### src/rtl/trace_line_sequencer_if.sv
`default_nettype none
// ============================================================================
// Module   : trace_line_sequencer_if
// Purpose  : Bundles the requester snapshot inputs and the character output
//            channel of trace_line_sequencer. The sequencer uses the master
//            view; the environment driving requesters and sinking characters
//            uses the slave view.
// Revision : 1.0 - initial release
// ============================================================================
interface trace_line_sequencer_if #(
    parameter int P_NREQS  = 4,
    parameter int P_NCHARS = 8
) ();
    logic                          start;
    logic [P_NREQS-1:0]            req_val;
    logic [P_NREQS-1:0]            req_rdy;
    logic [P_NREQS*P_NCHARS*8-1:0] req_str;
    logic                          out_val;
    logic                          out_rdy;
    logic [7:0]                    out_char;
    logic                          busy;
    logic [31:0]                   cycles;
    logic [15:0]                   drop_count;

    modport master (
        input  start, req_val, req_rdy, req_str, out_rdy,
        output out_val, out_char, busy, cycles, drop_count
    );

    modport slave (
        output start, req_val, req_rdy, req_str, out_rdy,
        input  out_val, out_char, busy, cycles, drop_count
    );
endinterface
`default_nettype wire

### src/rtl/trace_line_sequencer.sv
`default_nettype none
// ============================================================================
// Module   : trace_line_sequencer
// Purpose  : Snapshots P_NREQS requesters (val/rdy/string) on start and emits
//            one formatted text line, one character per out_val/out_rdy
//            handshake: fields separated by '|', terminated by '\n'.
// Options  : TRACE_LINE_SEQ_CYCLE_EN - prefix each line with a 4-digit BCD
//            cycle stamp followed by ": ".
// Revision : 1.0 - initial release
// ============================================================================
module trace_line_sequencer #(
    parameter int P_NREQS  = 4,
    parameter int P_NCHARS = 8
) (
    input  wire logic               clk,
    input  wire logic               reset,
    trace_line_sequencer_if.master  bus
);

    localparam int REQ_W = (P_NREQS  > 1) ? $clog2(P_NREQS)  : 1;
    localparam int CHR_W = (P_NCHARS > 1) ? $clog2(P_NCHARS) : 1;
    localparam int STR_W = P_NREQS * P_NCHARS * 8;

    localparam logic [REQ_W-1:0] c_last_req = REQ_W'(P_NREQS - 1);
    localparam logic [CHR_W-1:0] c_last_chr = CHR_W'(P_NCHARS - 1);

    typedef enum logic [2:0] {
        S_IDLE  = 3'd0,
        S_FIELD = 3'd1,
        S_SEP   = 3'd2,
        S_NL    = 3'd3
`ifdef TRACE_LINE_SEQ_CYCLE_EN
        ,
        S_PFX   = 3'd4
`endif
    } state_t;

    state_t             r_state;
    state_t             w_next_state;
    state_t             w_first_state;
    logic [REQ_W-1:0]   r_req_idx;
    logic [CHR_W-1:0]   r_chr_idx;
    logic [P_NREQS-1:0] r_snap_val;
    logic [P_NREQS-1:0] r_snap_rdy;
    logic [STR_W-1:0]   r_snap_str;
    logic               r_out_val;
    logic [31:0]        r_cycles;
    logic [15:0]        r_drops;
    logic [7:0]         w_out_char;
    logic               w_hs;
    logic               w_accept;
    logic               w_last_chr;
    logic               w_last_req;
    logic [7:0]         w_cur_chr;
    logic               w_cur_val;
    logic               w_cur_rdy;

    // Snapshot characters unpacked so char 0 (leftmost) sits at index 0.
    logic [7:0] w_chars [P_NREQS][P_NCHARS];

    for (genvar i = 0; i < P_NREQS; i++) begin : g_req
        for (genvar k = 0; k < P_NCHARS; k++) begin : g_chr
            assign w_chars[i][k] = r_snap_str[i*P_NCHARS*8 + (P_NCHARS-1-k)*8 +: 8];
        end
    end

    assign w_hs       = r_out_val & bus.out_rdy;
    // A new line may start from idle, or from the newline slot when the
    // newline is leaving this very cycle (back-to-back lines, no bubble).
    assign w_accept   = bus.start & ((r_state == S_IDLE) |
                                     ((r_state == S_NL) & bus.out_rdy));
    assign w_last_chr = (r_chr_idx == c_last_chr);
    assign w_last_req = (r_req_idx == c_last_req);
    assign w_cur_chr  = w_chars[r_req_idx][r_chr_idx];
    assign w_cur_val  = r_snap_val[r_req_idx];
    assign w_cur_rdy  = r_snap_rdy[r_req_idx];

`ifdef TRACE_LINE_SEQ_CYCLE_EN
    assign w_first_state = S_PFX;

    logic [15:0] r_bcd;
    logic [15:0] r_snap_bcd;
    logic [15:0] w_bcd_next;
    logic [2:0]  r_pfx_idx;

    // Four-digit decimal ripple increment, 9999 wraps to 0000.
    always_comb begin
        logic carry;
        w_bcd_next = r_bcd;
        carry      = 1'b1;
        for (int d = 0; d < 4; d++) begin
            if (carry) begin
                if (r_bcd[d*4 +: 4] == 4'd9) begin
                    w_bcd_next[d*4 +: 4] = 4'd0;
                end else begin
                    w_bcd_next[d*4 +: 4] = r_bcd[d*4 +: 4] + 4'd1;
                    carry                = 1'b0;
                end
            end
        end
    end

    // BCD stamp counter, its per-line snapshot and the prefix position.
    always_ff @(posedge clk) begin
        if (reset) begin
            r_bcd      <= 16'h0000;
            r_snap_bcd <= 16'h0000;
            r_pfx_idx  <= 3'd0;
        end else begin
            r_bcd <= w_bcd_next;
            if (w_accept) begin
                r_snap_bcd <= r_bcd;
                r_pfx_idx  <= 3'd0;
            end else if ((r_state == S_PFX) && w_hs) begin
                r_pfx_idx <= r_pfx_idx + 3'd1;
            end
        end
    end
`else
    assign w_first_state = S_FIELD;
`endif

    // State register.
    always_ff @(posedge clk) begin
        if (reset) begin
            r_state <= S_IDLE;
        end else begin
            r_state <= w_next_state;
        end
    end

    // Next-state decode and rendering of the character currently offered.
    always_comb begin
        w_next_state = r_state;
        w_out_char   = 8'h00;
        case (r_state)
            S_IDLE: begin
                if (w_accept) begin
                    w_next_state = w_first_state;
                end
            end
`ifdef TRACE_LINE_SEQ_CYCLE_EN
            S_PFX: begin
                case (r_pfx_idx)
                    3'd0:    w_out_char = {4'h3, r_snap_bcd[15:12]};
                    3'd1:    w_out_char = {4'h3, r_snap_bcd[11:8]};
                    3'd2:    w_out_char = {4'h3, r_snap_bcd[7:4]};
                    3'd3:    w_out_char = {4'h3, r_snap_bcd[3:0]};
                    3'd4:    w_out_char = 8'h3A;
                    default: w_out_char = 8'h20;
                endcase
                if (w_hs && (r_pfx_idx == 3'd5)) begin
                    w_next_state = S_FIELD;
                end
            end
`endif
            S_FIELD: begin
                case ({w_cur_val, w_cur_rdy})
                    2'b11:   w_out_char = (w_cur_chr == 8'h00) ? 8'h20 : w_cur_chr;
                    2'b01:   w_out_char = 8'h20;
                    2'b10:   w_out_char = (r_chr_idx == '0) ? 8'h23 : 8'h20;
                    default: w_out_char = (r_chr_idx == '0) ? 8'h2E : 8'h20;
                endcase
                if (w_hs && w_last_chr) begin
                    w_next_state = w_last_req ? S_NL : S_SEP;
                end
            end
            S_SEP: begin
                w_out_char = 8'h7C;
                if (w_hs) begin
                    w_next_state = S_FIELD;
                end
            end
            S_NL: begin
                w_out_char = 8'h0A;
                if (w_accept) begin
                    w_next_state = w_first_state;
                end else if (w_hs) begin
                    w_next_state = S_IDLE;
                end
            end
            default: begin
                w_next_state = S_IDLE;
            end
        endcase
    end

    // Line buffer capture and field/character position tracking.
    always_ff @(posedge clk) begin
        if (reset) begin
            r_req_idx  <= '0;
            r_chr_idx  <= '0;
            r_snap_val <= '0;
            r_snap_rdy <= '0;
            r_snap_str <= '0;
        end else if (w_accept) begin
            r_req_idx  <= '0;
            r_chr_idx  <= '0;
            r_snap_val <= bus.req_val;
            r_snap_rdy <= bus.req_rdy;
            r_snap_str <= bus.req_str;
        end else if (w_hs) begin
            if (r_state == S_FIELD) begin
                r_chr_idx <= w_last_chr ? '0 : (r_chr_idx + CHR_W'(1));
            end else if (r_state == S_SEP) begin
                r_req_idx <= r_req_idx + REQ_W'(1);
            end
        end
    end

    // Output valid is registered from the next state, so out_rdy never
    // reaches out_val combinationally.
    always_ff @(posedge clk) begin
        if (reset) begin
            r_out_val <= 1'b0;
        end else begin
            r_out_val <= (w_next_state != S_IDLE);
        end
    end

    // Free-running cycle counter and saturating count of discarded starts.
    always_ff @(posedge clk) begin
        if (reset) begin
            r_cycles <= 32'd0;
            r_drops  <= 16'd0;
        end else begin
            r_cycles <= r_cycles + 32'd1;
            if (bus.start && !w_accept && (r_drops != 16'hFFFF)) begin
                r_drops <= r_drops + 16'd1;
            end
        end
    end

    assign bus.out_val    = r_out_val;
    assign bus.out_char   = w_out_char;
    assign bus.busy       = r_out_val;
    assign bus.cycles     = r_cycles;
    assign bus.drop_count = r_drops;

endmodule
`default_nettype wire
### src/flat_wrapper.sv
// flat-port wrapper written by rule: the top's interface ports become plain ports
module trace_line_sequencer_flat 
#(
    parameter int P_NREQS  = 4,
    parameter int P_NCHARS = 8
)
  (clk, reset, bus_start, bus_req_val, bus_req_rdy, bus_req_str, bus_out_rdy, bus_out_val, bus_out_char, bus_busy, bus_cycles, bus_drop_count);
  trace_line_sequencer_if #(.P_NREQS(P_NREQS), .P_NCHARS(P_NCHARS)) bus_i ();
  input  wire logic clk;
  input  wire logic reset;
  input wire logic [$bits(bus_i.start)-1:0] bus_start;
  input wire logic [$bits(bus_i.req_val)-1:0] bus_req_val;
  input wire logic [$bits(bus_i.req_rdy)-1:0] bus_req_rdy;
  input wire logic [$bits(bus_i.req_str)-1:0] bus_req_str;
  input wire logic [$bits(bus_i.out_rdy)-1:0] bus_out_rdy;
  output wire logic [$bits(bus_i.out_val)-1:0] bus_out_val;
  output wire logic [$bits(bus_i.out_char)-1:0] bus_out_char;
  output wire logic [$bits(bus_i.busy)-1:0] bus_busy;
  output wire logic [$bits(bus_i.cycles)-1:0] bus_cycles;
  output wire logic [$bits(bus_i.drop_count)-1:0] bus_drop_count;
  assign bus_i.start = bus_start;
  assign bus_i.req_val = bus_req_val;
  assign bus_i.req_rdy = bus_req_rdy;
  assign bus_i.req_str = bus_req_str;
  assign bus_i.out_rdy = bus_out_rdy;
  assign bus_out_val = bus_i.out_val;
  assign bus_out_char = bus_i.out_char;
  assign bus_busy = bus_i.busy;
  assign bus_cycles = bus_i.cycles;
  assign bus_drop_count = bus_i.drop_count;
  trace_line_sequencer #(.P_NREQS(P_NREQS), .P_NCHARS(P_NCHARS)) u_core (.clk(clk), .reset(reset), .bus(bus_i));
endmodule
### config.mk
export PLATFORM = sky130hd
export DESIGN_NAME = trace_line_sequencer_flat
export DESIGN_NICKNAME = d
export VERILOG_FILES = /design/src/rtl/trace_line_sequencer_if.sv /design/src/rtl/trace_line_sequencer.sv /design/src/flat_wrapper.sv
export SDC_FILE = /design/constraint.sdc
export NUM_CORES = 1
export LEC_CHECK = 0
export BUFFER_PORTS_ARGS = -buffer_cell sky130_fd_sc_hd__clkbuf_2
export CAP_MARGIN = 10
export CORE_MARGIN = 3
export CORE_UTILIZATION = 35
export CTS_CLUSTER_DIAMETER = 30
export DETAILED_ROUTE_END_ITERATION = 8
export PLACE_DENSITY = 0.62
export REMOVE_ABC_BUFFERS = 1
export SYNTH_ARGS = -nofsm -noshare
export SYNTH_HDL_FRONTEND = slang
export SYNTH_SLANG_ARGS = --single-unit
### constraint.sdc
create_clock -name clk -period 5.2 [get_ports clk]
set_input_delay 1.04 -clock clk [delete_from_list [all_inputs] [get_ports clk]]
set_output_delay 1.04 -clock clk [all_outputs]
set_load 0.05 [all_outputs]
==> results.yml <==
job:
  cap_viol_max_count: 0
final_layout:
  fin_cells: 2530
  mostFrequentLayoutCells: "nand2_1 (565), clkbuf_2 (323), dfxtp_1 (318), a21oi_1 (280), clkbuf_16 (76)"
  layout_commonest_cell: "nand2_1"
  area_growth_pct: 32.6
  layout-drive-gt1-share: 0.268
  fin_nets: 2228
cts:
  postCtsSetupBuffers: 0
  ctsHoldBuffers: 0
  numCtsBuffers: 73
  cts_sinks: 321
  cts_tree: "yes"
  clk_latency_ns: 0.57
  clk_pin_slew_worst_paths_ns: 0.05
  cts-htree-levels: 3
  root_buffer: "clkbuf_16"
  cts_resized: 0
  clk_path_buf_depth: 3
setup_path:
  critPathCaptureType: "output pin"
  crit_type: "register to output pin"
  crit_arrival_ns: 3.75
  timing.critical_path.buf_inv: 3
  worstPathRequired_ns: 4.16
  cp_common_cell: "buf_12"
  crit_slowest_cell: "dfxtp_4"
  path_delay_family: "compound AO/OA/AOI/OAI gates"
  slowest_delay_ns: 0.67
  path_cells: "buf_12, mux4_1, mux2i_1, nor3_1, a2111oi_0, buf_4, nand4bb_1, o31ai_2, buf_12"
  start_kind: "register"
  cp_max_fo: 27
yosys:
  syn_area_mm2: 0.0139
  ys_warn_count: 0
  synth-main-ff-cell: "dfxtp_1"
  synth-async-reset-ratio: 0
  ys_ff_latch: 321
  syn_avg_cell_area_um2: 8.38
  synth_cells: 1656
  ys_types: 56
  synth_edf_count: 0
  yosysSeqAreaShare: 0.463
die:
  start_util: 0.356
  die_area_mm2: 0.0421
  core_mm2: 0.0389
  pin_count: 326
  rows: 72
  die_w_um: 205
  dieHeight_um: 205
power:
  p_leak_nw: 7.24
  vdd_drop_max_mv: 0.257
  power_mw: 7.73
  powerDensity_mw_per_mm2: 420
timing:
  max_freq_ghz: 0.209
  period_minus_slack_ns: 4.79
  worstMarginPinSlew_ns: 0.800
  finClkSkew_ns: 0.0249
  finalMaxSlewViolations: 0
  slew_headroom: 0.467
  layout_setup_ws_ns: 0.411
  timing.final.crit_share: 0.921
  finalSetupViolCount: 0
  rsz0062_at_grt: "false"
  hold_viol_final: 0
drt:
  vias: 12702
  ant_nets: 0
  drt_iter0_drc: 659
  dr.pass1.iters: 5
  wl_um: 43300
  route.detailed.drc: 0
  wl_per_cell_um: 17.1
  avgViaCountPerCell: 5.02
hold_path:
  hp-class: "register to register"
place:
  dp_cells: 2394
  dp_slack_ns: 0.956
  io_buffers: 325
  place.gp.congestion: 0.839
  dp_hpwl_um: 31000
global_route:
  grt-ovfl-total: 0
  track_usage: 0.201
  grt_pass1_wl_um: 66700
  grt_start_max_net_pins: 195
  antenna_found_initial: 9
  grt_pass1_vias: 12465
run_status:
  status: "finished, final reports clean"
## final timing paths
check,startpoint,endpoint,slack (ns),depth (start not counted)
max,u_core.r_req_idx[0],bus_out_char[5],0.41,9
min,u_core.r_snap_str[65],u_core.r_snap_str[65],0.45,2
max reg2reg,u_core.r_state[0],u_core.r_snap_str[32],2.68,6
min reg2reg,u_core.r_snap_str[65],u_core.r_snap_str[65],0.45,2
## tightest hold or removal path: stages, from the launching register on
cell     delay [ns]
dfxtp_1        0.30
nand2_1        0.05
a21oi_1        0.05
## per-layer routing
layer	up-vias	share of wire	global-route usage
li1	6224	-	-
met1	5977	0.43	0.258
met2	406	0.47	0.326
met3	79	0.083	0.0659
met4	16	0.019	0.0535
met5	-	0.0028	0
## stage by stage
stage | hold slack (ns) | area, µm² | TNS (ns) | utilization
after floorplan | 0.425 | 13300 | -1269.84 | -
after detailed placement | 0.444 | 15900 | 0 | 0.407
final | 0.448 | 18400 | 0 | 0.473
after global placement | 0.439 | 15900 | 0 | 0.407
after global routing | 0.466 | 18400 | 0 | 0.473
after CTS | 0.450 | 18400 | 0 | 0.472
## logic make-up (layout without fill, tap and decap cells)
logic type | Yosys count | in the layout | synth area share
AO/OA/AOI/OAI | 331 | 331 | 0.127
flip-flops | 321 | 321 | 0.463
XOR/XNOR | 39 | 39 | 0.0246
adder cells (fa/ha/maj) | 9 | 9 | 0.00812
multiplexers | 95 | 95 | 0.124
AND/OR/NAND/NOR | 719 | 719 | 0.210
other | 1 | 3 | 0.000270
buffers and inverters | 141 | 495 | 0.0430
## layout make-up
type                            instances  area (µm²)
Clock inverter                         40         483
Fill cell                            3906       20500
Sequential cell                       321        6430
Antenna cell                            2        5.00
Multi-Input combinational cell       1194        6860
Inverter                               19        71.3
Clock buffer                           94        2050
Timing Repair Buffer                  342        1840
Tap cell                              518         648
## cells in the mapped netlist (4+ instances only)
cell | instances | area, µm²
o22ai_1 | 4 | 25.0
o21ai_0 | 14 | 70.1
mux2i_1 | 25 | 250
or3_1 | 10 | 62.6
and3_1 | 4 | 25.0
nand4_1 | 9 | 56.3
dfxtp_1 | 321 | 6430
ha_1 | 9 | 113
xor2_1 | 18 | 158
inv_1 | 18 | 67.6
nand2_1 | 565 | 2120
xnor2_1 | 21 | 184
a22oi_1 | 4 | 30.0
a21oi_1 | 280 | 1400
nand2b_1 | 4 | 25.0
nand3_1 | 22 | 110
buf_1 | 7 | 26.3
nor2b_1 | 6 | 37.5
nor2_1 | 54 | 203
a211oi_1 | 8 | 60.1
buf_2 | 8 | 40.0
clkbuf_1 | 100 | 375
nor3_1 | 28 | 140
mux4_2 | 58 | 1310
mux2_2 | 8 | 90.1
and2_1 | 4 | 25.0
and4_1 | 5 | 43.8
## report_power, final
part / total, mW / switching (mW) / internal, mW
Sequential: 2.63 / 0.0619 / 2.57
Combinational: 0.451 / 0.263 / 0.188
Clock: 4.65 / 1.49 / 3.15
## flip-flops by register name, indices dropped and copies added (netlist names)
name	flops
u_core.r_snap_str	256
u_core.bus.cycles	32
u_core.bus.drop_count	16
u_core.r_snap_rdy	4
u_core.r_snap_val	4
u_core.r_chr_idx	3
u_core.r_state	3
u_core.r_req_idx	2
u_core.bus.busy	1
Note: power is estimated with default switching activity, not from simulation.
